## src/rtl/stopwatch_bcd.sv

```systemverilog
// Four-digit BCD stopwatch with start/stop and clear keys, a programmable tick
// prescaler and a sticky overflow flag on the 9999 -> 0000 wrap.
module stopwatch_bcd #(
    parameter int unsigned TICK_DIV = 500000
) (
    input  logic       clk,
    input  logic       reset,
    input  logic       key_start,
    input  logic       key_clear,
    output logic [3:0] out0,
    output logic [3:0] out1,
    output logic [3:0] out2,
    output logic [3:0] out3,
    output logic       running,
    output logic       overflow
);

    typedef enum logic {
        STOP = 1'b0,
        RUN  = 1'b1
    } state_t;

    localparam logic [31:0] PRESC_MAX = 32'(TICK_DIV - 1);

    state_t          state;
    state_t          state_next;
    logic [2:0]      start_sync;
    logic [2:0]      clear_sync;
    logic            start_pulse;
    logic            clear_pulse;
    logic [31:0]     prescaler;
    logic            tick;
    logic [3:0][3:0] digits;
    logic [3:0][3:0] digits_inc;
    logic            all_nines;

    // Bit 0 is the first flop; the pulse compares the 2nd and 3rd stages.
    always_ff @(posedge clk or posedge reset) begin
        if (reset) begin
            start_sync <= '0;
            clear_sync <= '0;
        end else begin
            start_sync <= {start_sync[1:0], key_start};
            clear_sync <= {clear_sync[1:0], key_clear};
        end
    end

    assign start_pulse = start_sync[1] & ~start_sync[2];
    assign clear_pulse = clear_sync[1] & ~clear_sync[2];
    assign tick        = (state == RUN) && (prescaler == PRESC_MAX);

    always_ff @(posedge clk or posedge reset) begin
        if (reset) begin
            state <= STOP;
        end else begin
            state <= state_next;
        end
    end

    always_comb begin
        state_next = state;
        if (clear_pulse) begin
            state_next = STOP;
        end else if (start_pulse) begin
            state_next = (state == RUN) ? STOP : RUN;
        end
    end

    // Prescaler holds while stopped so a resumed run finishes the current period.
    always_ff @(posedge clk or posedge reset) begin
        if (reset) begin
            prescaler <= '0;
        end else if (clear_pulse) begin
            prescaler <= '0;
        end else if (state == RUN) begin
            prescaler <= (prescaler == PRESC_MAX) ? '0 : prescaler + 32'd1;
        end
    end

    always_comb begin
        digits_inc = digits;
        all_nines  = 1'b1;
        for (int unsigned i = 0; i < 4; i++) begin
            if (all_nines) begin
                if (digits[i] == 4'd9) begin
                    digits_inc[i] = '0;
                end else begin
                    digits_inc[i] = digits[i] + 4'd1;
                    all_nines     = 1'b0;
                end
            end
        end
    end

    always_ff @(posedge clk or posedge reset) begin
        if (reset) begin
            digits   <= '0;
            overflow <= 1'b0;
        end else if (clear_pulse) begin
            digits   <= '0;
            overflow <= 1'b0;
        end else if (tick) begin
            digits <= digits_inc;
            if (all_nines) begin
                overflow <= 1'b1;
            end
        end
    end

    assign out0    = digits[0];
    assign out1    = digits[1];
    assign out2    = digits[2];
    assign out3    = digits[3];
    assign running = (state == RUN);

endmodule

```

## config.mk

```make
export PLATFORM = sky130hd
export DESIGN_NAME = stopwatch_bcd
export DESIGN_NICKNAME = d
export VERILOG_FILES = /design/src/rtl/stopwatch_bcd.sv
export SDC_FILE = /design/constraint.sdc
export NUM_CORES = 1
export LEC_CHECK = 0
export ABC_CLOCK_PERIOD_IN_PS = 5100
export CAP_MARGIN = 20
export CORE_ASPECT_RATIO = 1.1
export CORE_UTILIZATION = 34
export DETAILED_ROUTE_END_ITERATION = 10
export PLACE_DENSITY = 0.61
export SLEW_MARGIN = 20
export SYNTH_ARGS = -nofsm -noshare
export SYNTH_HDL_FRONTEND = slang
export SYNTH_SLANG_ARGS = --single-unit
```

## constraint.sdc

```tcl
create_clock -name clk -period 5.1 [get_ports clk]
set_input_delay 1.02 -clock clk [delete_from_list [all_inputs] [get_ports clk]]
set_output_delay 1.02 -clock clk [all_outputs]
set_load 0.01 [all_outputs]
```

# == Word-level counts from Yosys, hierarchy flattened ==
# Cells that the tools add are included.
# word_totals
inputBits,4
regBits,56
output_inout_bits,18
wordCells,60
# op_classes
reduce_logical,12
n_mux,25
eq_ne,5
bitwise,4
add_sub_neg,5
# ops
cell,n
$mux W32,3
$add A32 B1 Y32 const B,1
$eq A32 B19 Y1 const B,1
$mux W16,2
$mux W4,7
$add A4 B1 Y4 const B,4
$eq A4 B4 Y1 const B,4
$reduce_bool A2 Y1,7
$mux W1,13
$reduce_and A2 Y1,4
$and A1 B1 Y1,2
$not A1 Y1,2
$logic_and A1 B1 Y1,1

# == Depth between registers and ports, before layout ==
# Gate-level depths: netlist (run 1).
# logic_depth
depth_word,8
mapped_depth,8
ltp_nobuf,7

# == Worst setup path before layout (run 1) ==
# No wires, ideal clock.
# synth_timing
kind,reg-to-reg
start,register prescaler[0]
end,"register digits, in the netlist out1[2]"
synth_period_minus_slack_ns,1.972
setup_ns,0.078
path_stages_with_launch,7
slack_ns,3.128
t_arrival_ns,1.894
required_ns,5.022
path_buffers,0
path_cell_list,dfrtp_1 -> ha_1 -> and4_1 -> nand4_4 -> or2_4 -> or4_1 -> a21oi_1
# synth_via
elab_chain_len,4
# synth_rtl
element,line_no,rtl
"start, declared",31,logic [31:0] prescaler;
"start signal, assigned",76,prescaler <= (prescaler == PRESC_MAX) ? '0 : prescaler + 32'd1;
$eq A32 B19 Y1,50,assign tick = (state == RUN) && (prescaler == PRESC_MAX);
$logic_and A1 B1 Y1,50,
$reduce_bool A2 Y1 (no line),n/a,
$reduce_and A2 Y1 (no line),n/a,
"end signal, assigned",103,digits <= digits_inc;
"end, declared",33,logic [3:0][3:0] digits;
# Every way passes these cells.
# A chain may end at the register's enable or synchronous reset.

# == Final worst setup path (run 1) ==
# layout_timing
start,register state (netlist: running)
end,output running
# layout_lines
element,line_no,rtl
"start, declared",25,state_t state;
"start signal, assigned",56,state <= state_next;
"end, declared",14,"output logic running,"
# No word-level cell between the ends.

==> summary.txt, run 1 <==
Status
  • Status: finished, final reports clean

Finish
  • Post-layout net count: 339
  • Layout area overhead: 14.7%
  • Fill cells: between 800 and 900
  • Inserted Diodes: 0
  • Share of cells above drive strength 1: 0.0856
  • Final Instance Area: 3510 um^2

Placed design
  • Detailed Place HPWL: around 4.4 mm
  • Placed Area: 3400 um^2
  • I/O Buffers: 21
  • Final GP Congestion: slightly above 0.8

Global routing
  • Initial antenna violation count: 0
  • Largest net degree at the start of global routing: 43
  • Global-route usage over all layers: 0.152
  • Remaining global-route overflow: 0
  • Vias in the first global route: between 2000 and 2500
  • First-pass GRT wire length: roughly 11 mm

Die
  • Core area: around 8500 um^2
  • Io pins: 22
  • Die Y: between 100 and 150 um
  • Die area: 9400 um^2
  • Initial core utilization: 0.359
  • Die Wd: a little over 90 um
  • # rows: 35

Route
  • Post-route ant nets: 0
  • Via-to-Cell Ratio: around 5.2
  • Post-route DRC: 0
  • Total Wirelength: ~6.4 mm
  • Initial DRC count: 150
  • Iteration count of the initial detailed-routing pass: 4
  • WL per Instance: roughly 15 um
  • Vias: approximately 2300

Critical path
  • Slowest cell on the critical path: clkdlybuf4s50_1
  • WP buf/inv: 1
  • WP data required: between 4 and 5 ns
  • Critical Path AT: between 1.5 and 2 ns
  • Critical path fanouts, max: 13
  • Worst path max stage delay: 0.63 ns
  • Top delay family on crit path: buffers and inverters
  • Critical path class: flop to primary output
  • Crit start category: flop
  • Crit path capture type: primary output
  • Critical-path cell list: clkdlybuf4s50_1

STA
  • Worst-margin pin slew: between 0.7 and 0.8 ns
  • Final setup fails: 0
  • Setup_tns: 0 ns
  • Final hold violations: 0
  • Fin. max-slew vios: 0
  • Clock skew: between 0.008 and 0.009 ns
  • Final worst-path cycle share: 0.507
  • RSZ-0062 raised after global routing: false
  • Clock period minus worst slack: between 2 and 3 ns
  • Max Clk Rate: just under 400 MHz
  • Slew headroom: 0.518

Synthesis
  • Post-synth top cells: dfrtp_1, nor2_1, xnor2_1, nand2_1, nand3_1
  • Synth Area in XOR/XNOR: 0.0771
  • Seq/Total Area, Yosys: 0.457
  • Top cell type by total area after synthesis: dfrtp_1
  • Distinct cell type count after synthesis: between 40 and 50
  • Syn Inst Count: about 300
  • Most frequent cell after synthesis: dfrtp_1
  • Area share of the largest cell type after synthesis: 0.457
  • Ys flop type: dfrtp_1
  • Main combinational cell family by area after synthesis: simple AND/OR/NAND/NOR gates
  • Syn avg cell area: roughly 10 um^2
  • Leading post-synthesis cells by cell area: dfrtp_1, xnor2_1, nor2_1, ha_1, nor4b_4
  • Post-Syn Nets: 317
  • Ys async rst share: 1.00
  • Mux contribution to synthesized area: 0.0131
  • Ys Warns: 0
  • Adder-cell share of the synthesized area: 0.0367
  • Synthesized cell area: between 3000 and 4000 um^2
  • Flops & latches, synth: 56
  • Post-synth EDFFs: 0
  • Simple-gate area share of the yosys netlist: 0.302
  • Compound-Gate Fraction of Synth Area: 0.0898

Clock tree
  • Reg clk slew, reported paths: 0.10 ns
  • CTS tree: built
  • Total CTS buffers: 5
  • CTS Hold Bufs: 0
  • Clk buf depth: 2
  • CTS H-tree lvls: 2
  • Clk root buf: clkbuf_8
  • Clock Latency Late Sink: roughly 0.31 ns
  • Clk sinks: 56
  • Setup Fix Bufs, Post-CTS: 0
  • Post_cts resized: 0

Power
  • Total power: a little over 800 uW
  • Max VDD drop: 0.126 mV
  • Total internal power: between 600 and 700 uW
  • Clk pwr share: 0.351
  • Pwr/cell area: approximately 230 nW/um^2
  • Leakage: 0.00140 uW
  • Sw Share: 0.242
  • Comb pwr share: 0.073
  • Register share of total power: 0.577
  • Psw: about 200 uW

Job
  • Max-cap check violation count: 0

Min path
  • Hold Path Class: flop to flop
==> final timing paths <==
| kind | start | endpoint | slack (ns) | depth (start not counted) |
|---|---|---|---|---|
| min in group asynchronous | reset | prescaler[19] | 0.97 | 2 |
| max in group asynchronous | reset | out2[0] | 3.30 | 3 |
| setup reg to reg | running | prescaler[30] | 2.76 | 5 |
| hold reg to reg | start_sync[0] | start_sync[1] | 0.35 | 0 |
| hold / removal | start_sync[0] | start_sync[1] | 0.35 | 0 |
| setup / recovery | running | running | 2.51 | 1 |
==> registers in the layout, indices dropped and copies added (netlist names) <==
signal / flops
start_sync: 3
overflow: 1
out3: 4
running: 1
out1: 4
prescaler: 32
clear_sync: 3
out2: 4
out0: 4
==> layout make-up <==
| cell class | instances | area, um^2 | area share |
|---|---|---|---|
| repair buffers | 24 | 233 | 0.0662 |
| clock buffers | 5 | 68.8 | 0.0196 |
| flip-flops and latches | 56 | 1400 | 0.399 |
| clock inverters | 3 | 42.5 | 0.0121 |
| inverters | 11 | 41.3 | 0.0117 |
| multi-input cells | 228 | 1590 | 0.452 |
| well taps | 111 | 139 | 0.0395 |
==> per-stage QoR <==
stage               instances  hold WS (ns)   util  setup slack, ns
floorplan                 304         0.331      -             2.71
finish                    438         0.355  0.412             2.51
global route              438         0.363  0.412             2.46
detailed placement        430         0.336  0.399             2.79
CTS                       438         0.360  0.412             2.50
global placement          430         0.333  0.399             2.85
==> power groups by stage <==
stage               Sequential (uW)  Combinational [uW]  Clock, uW
detailed placement              484                60.3          0
floorplan                       477                48.0          0
finish                          476                59.8        289
global route                    478                68.2        320
global placement                483                60.6          0
CTS                             476                61.3        301
==> cells by family (layout without fill, tap and decap cells) <==
logic type               after synthesis  count (layout)
AO/OA/AOI/OAI                         40              40
flip-flops                            56              56
XOR/XNOR                              27              27
multiplexers                           4               4
buffers and inverters                 20              43
AND/OR/NAND/NOR                      148             148
adder cells (fa/ha/maj)                9               9
==> layer usage <==
layer / up-vias / wire, um / share of wire / global-route usage
li1: 1131 / - / - / -
met1: 1123 / 3160 / 0.50 / 0.203
met2: 29 / 2950 / 0.46 / 0.256
met3: 8 / 151 / 0.024 / 0.0278
met4: 0 / 89 / 0.014 / 0.0409
met5: - / 0 / 0 / 0
==> layout by cell type (no fill, tap or decap), types with 6 or more instances in the layout <==
| cell type | n |
|---|---|
| xnor2_1 | 20 |
| xor2_1 | 7 |
| nor4_1 | 8 |
| nor3_1 | 11 |
| inv_1 | 10 |
| nand2_1 | 18 |
| ha_1 | 9 |
| clkdlybuf4s50_1 | 21 |
| nand4_1 | 10 |
| dfrtp_1 | 56 |
| nand3_1 | 14 |
| and3_1 | 6 |
| a21oi_1 | 13 |
| or3_1 | 7 |
| nor2_1 | 38 |
No activity file was read; power rests on OpenSTA's default activity.
==> run 2: changes to the inputs <==
--- a/config.mk
+++ b/config.mk
@@ -5,12 +5,12 @@
 export SDC_FILE = /design/constraint.sdc
 export NUM_CORES = 1
 export LEC_CHECK = 0
-export ABC_CLOCK_PERIOD_IN_PS = 5100
+export ABC_CLOCK_PERIOD_IN_PS = 2200
 export CAP_MARGIN = 20
 export CORE_ASPECT_RATIO = 1.1
 export CORE_UTILIZATION = 34
 export DETAILED_ROUTE_END_ITERATION = 10
-export PLACE_DENSITY = 0.61
+export PLACE_DENSITY = 0.63
 export SLEW_MARGIN = 20
 export SYNTH_ARGS = -nofsm -noshare
 export SYNTH_HDL_FRONTEND = slang
==> constraint.sdc (replaced) <==
create_clock -name clk -period 2.2 [get_ports clk]
set_input_delay 0.44 -clock clk [delete_from_list [all_inputs] [get_ports clk]]
set_output_delay 0.44 -clock clk [all_outputs]
set_load 0.01 [all_outputs]
==> run 2 against run 1 <==
Against the previous run: largest cell class unchanged; die area unchanged; power increased by 130%; hold slack got worse by 0.00095 ns; combinational power increased to 3.4 times the previous value; critical path type is now flop to flop; global-route usage increased by 0.59 points; clock power increased by 110%; sequential share of layout area decreased by 0.96 points; sequential cell count unchanged; count of clock-buffer cells in the layout increased by 2; critical path depth increased by 4; first-iteration DRC count decreased by 43%.
==> summary.txt, run 2 (synthesis results as in run 1) <==
STA
  • Clock period minus worst slack: 2.10 ns
  • Worst-margin pin slew: 0.661 ns (-0.0508 ns)
  • Fin. max-slew vios: 0 (unchanged)
  • Max Clk Rate: 477 MHz
  • RSZ-0062 raised after global routing: false
  • Setup_tns: 0 ns (unchanged)
  • Worst hold slack: 0.354 ns (-0.000949 ns)
  • Final hold violations: 0 (unchanged)
  • Final setup fails: 0 (unchanged)
  • Final worst-path cycle share: 0.952
  • Slew headroom: 0.556 (+0.0379)
  • Clock skew: 0.0111 ns (+0.00293 ns)

Placed design
  • I/O Buffers: 21 (unchanged)
  • Final GP Congestion: 0.780 (-3.2%)
  • Detailed Place HPWL: 4.76 mm (+7.2%)
  • Dpl cells: 440 (+2.3%)

Power
  • Pwr/cell area: 523 nW/um^2 (+120%)
  • Max VDD drop: 0.285 mV (+130%)
  • Total power: 1880 uW (+130%)
  • Leakage: 0.00145 uW (+3.8%)

Clock tree
  • CTS tree: built
  • Reg clk slew, reported paths: 0.10 ns (about the same)
  • Clk buf depth: 2 (unchanged)
  • Total CTS buffers: 5 (unchanged)
  • Clock Latency Late Sink: 0.32 ns (about the same)
  • CTS Hold Bufs: 0 (unchanged)
  • CTS H-tree lvls: 2 (unchanged)
  • Clk sinks: 56 (unchanged)
  • Clk root buf: clkbuf_8

Finish
  • Final core occ: 0.422 (+0.0101)
  • Top reg by flops: prescaler
  • Layout area overhead: 17.5%
  • Most common cell after layout, fill and taps aside: dfrtp_1
  • Post-layout net count: 351 (+3.5%)
  • Max FFs per register: 32 (unchanged)
  • Final std cells w/o fill: 450 (+2.7%)
  • Most frequent cells in the layout: dfrtp_1, nor2_1, clkdlybuf4s50_1
  • Share of cells above drive strength 1: 0.118 (+0.0324)
  • Inserted Diodes: 0 (unchanged)

Critical path
  • Start of the worst register-to-register path: prescaler[26]
  • Critical Path AT: 2.34 ns (+0.77 ns)
  • Critical-path cell list: nor4_4, nand4_4, or2_4, or4_1, a21oi_1
  • Top delay family on crit path: simple AND/OR/NAND/NOR gates
  • Crit start category: flop
  • WP data required: 2.45 ns (-1.63 ns)
  • Slowest cell on the critical path: or4_1
  • Critical path class: flop to flop
  • Worst setup path start: prescaler[26]
  • Critical path fanouts, max: 6 (-7)
  • Crit path capture type: flop
  • Worst path max stage delay: 0.50 ns (-0.13 ns)
  • WP buf/inv: 0 (-1)

Global routing
  • Remaining global-route overflow: 0 (unchanged)
  • First-pass GRT wire length: 11.6 mm (+2.1%)
  • Initial antenna violation count: 0 (unchanged)
  • Global-route usage over all layers: 0.158 (+0.00585)
  • Vias in the first global route: 2383 (+2.9%)
  • Largest net degree at the start of global routing: 44 (+2.3%)

Die
  • Die area: 9400 um^2 (unchanged)
  • # rows: 35 (unchanged)
  • Die Wd: 92.5 um (unchanged)
  • Core area: 8540 um^2 (unchanged)
  • Die Y: 102 um (unchanged)
  • Initial core utilization: 0.359 (unchanged)
  • Io pins: 22 (unchanged)

Route
  • Total Wirelength: 6.74 mm (+6.0%)
  • Via-to-Cell Ratio: 5.23 (about the same)
  • Initial DRC count: 86 (-43%)
  • Post-route DRC: 0 (unchanged)
  • Post-route ant nets: 0 (unchanged)
  • Vias: 2352 (+2.7%)
  • WL per Instance: 15.0 um (+3.2%)
  • Iteration count of the initial detailed-routing pass: 4 (unchanged)

Job
  • Max-cap check violation count: 0 (unchanged)

Status
  • Status: finished, final reports clean

Min path
  • Hold Path Class: flop to flop
  • Hold wc startpoint: start_sync[0]
-- run 2: changes by cell type in the layout (fill, tap and decap cells not counted), sizes merged --
cell and delta:
buf +12, clkbuf +2, clkinv -1, bufinv -1
-- run 2: timing repair --
action	CTS	global route
buffers inserted	0	2
gates resized for setup	0	1
endpoints found under the hold margin	0	0
setup endpoints to repair	0	3
-- run 2: metal layers --
layer	vias up	part of all wire	wire, um	track usage
li1	1152	-	-	-
met1	1167	0.45	3060	0.195
met2	28	0.51	3440	0.282
met3	5	0.023	154	0.0285
met4	0	0.012	78	0.0481
met5	-	0	0	0
-- run 2: through the flow --
| stage | setup WS (ns) | cell area [um^2] |
|---|---|---|
| 2_1_floorplan | 0.228 | 3070 |
| 3_3_place_gp | 0.133 | 3490 |
| 3_5_place_dp | 0.0599 | 3490 |
| 4_1_cts | 0.0394 | 3580 |
| 5_1_grt | 0.00363 | 3600 |
| 6_report | 0.105 | 3600 |
-- run 2: cell type report --
cell class                      count  area [um^2]
Clock buffer                        7         86.3
Inverter                           11         41.3
Multi-Input combinational cell    228         1590
Tap cell                          111          139
Timing Repair Buffer               36          335
Sequential cell                    56         1400
Fill cell                         867         4940
Clock inverter                      1         7.51
-- run 2: power breakdown --
| part | switching, uW | internal (uW) | total (uW) | leakage, uW |
|---|---|---|---|---|
| Combinational | 124 | 78.9 | 203 | 0.000640 |
| Sequential | 24.0 | 1060 | 1080 | 0.000765 |
| Clock | 337 | 257 | 594 | 0.0000445 |
-- run 2: path summary, 6_finish.rpt --
kind	cells past startpoint	slack, ns	end
max	5	0.10	out1[2]
min	0	0.35	start_sync[1]
max reg2reg	5	0.10	out1[2]
min reg2reg	0	0.35	start_sync[1]
max in group asynchronous	3	1.27	out2[1]
min in group asynchronous	2	0.39	out1[0]
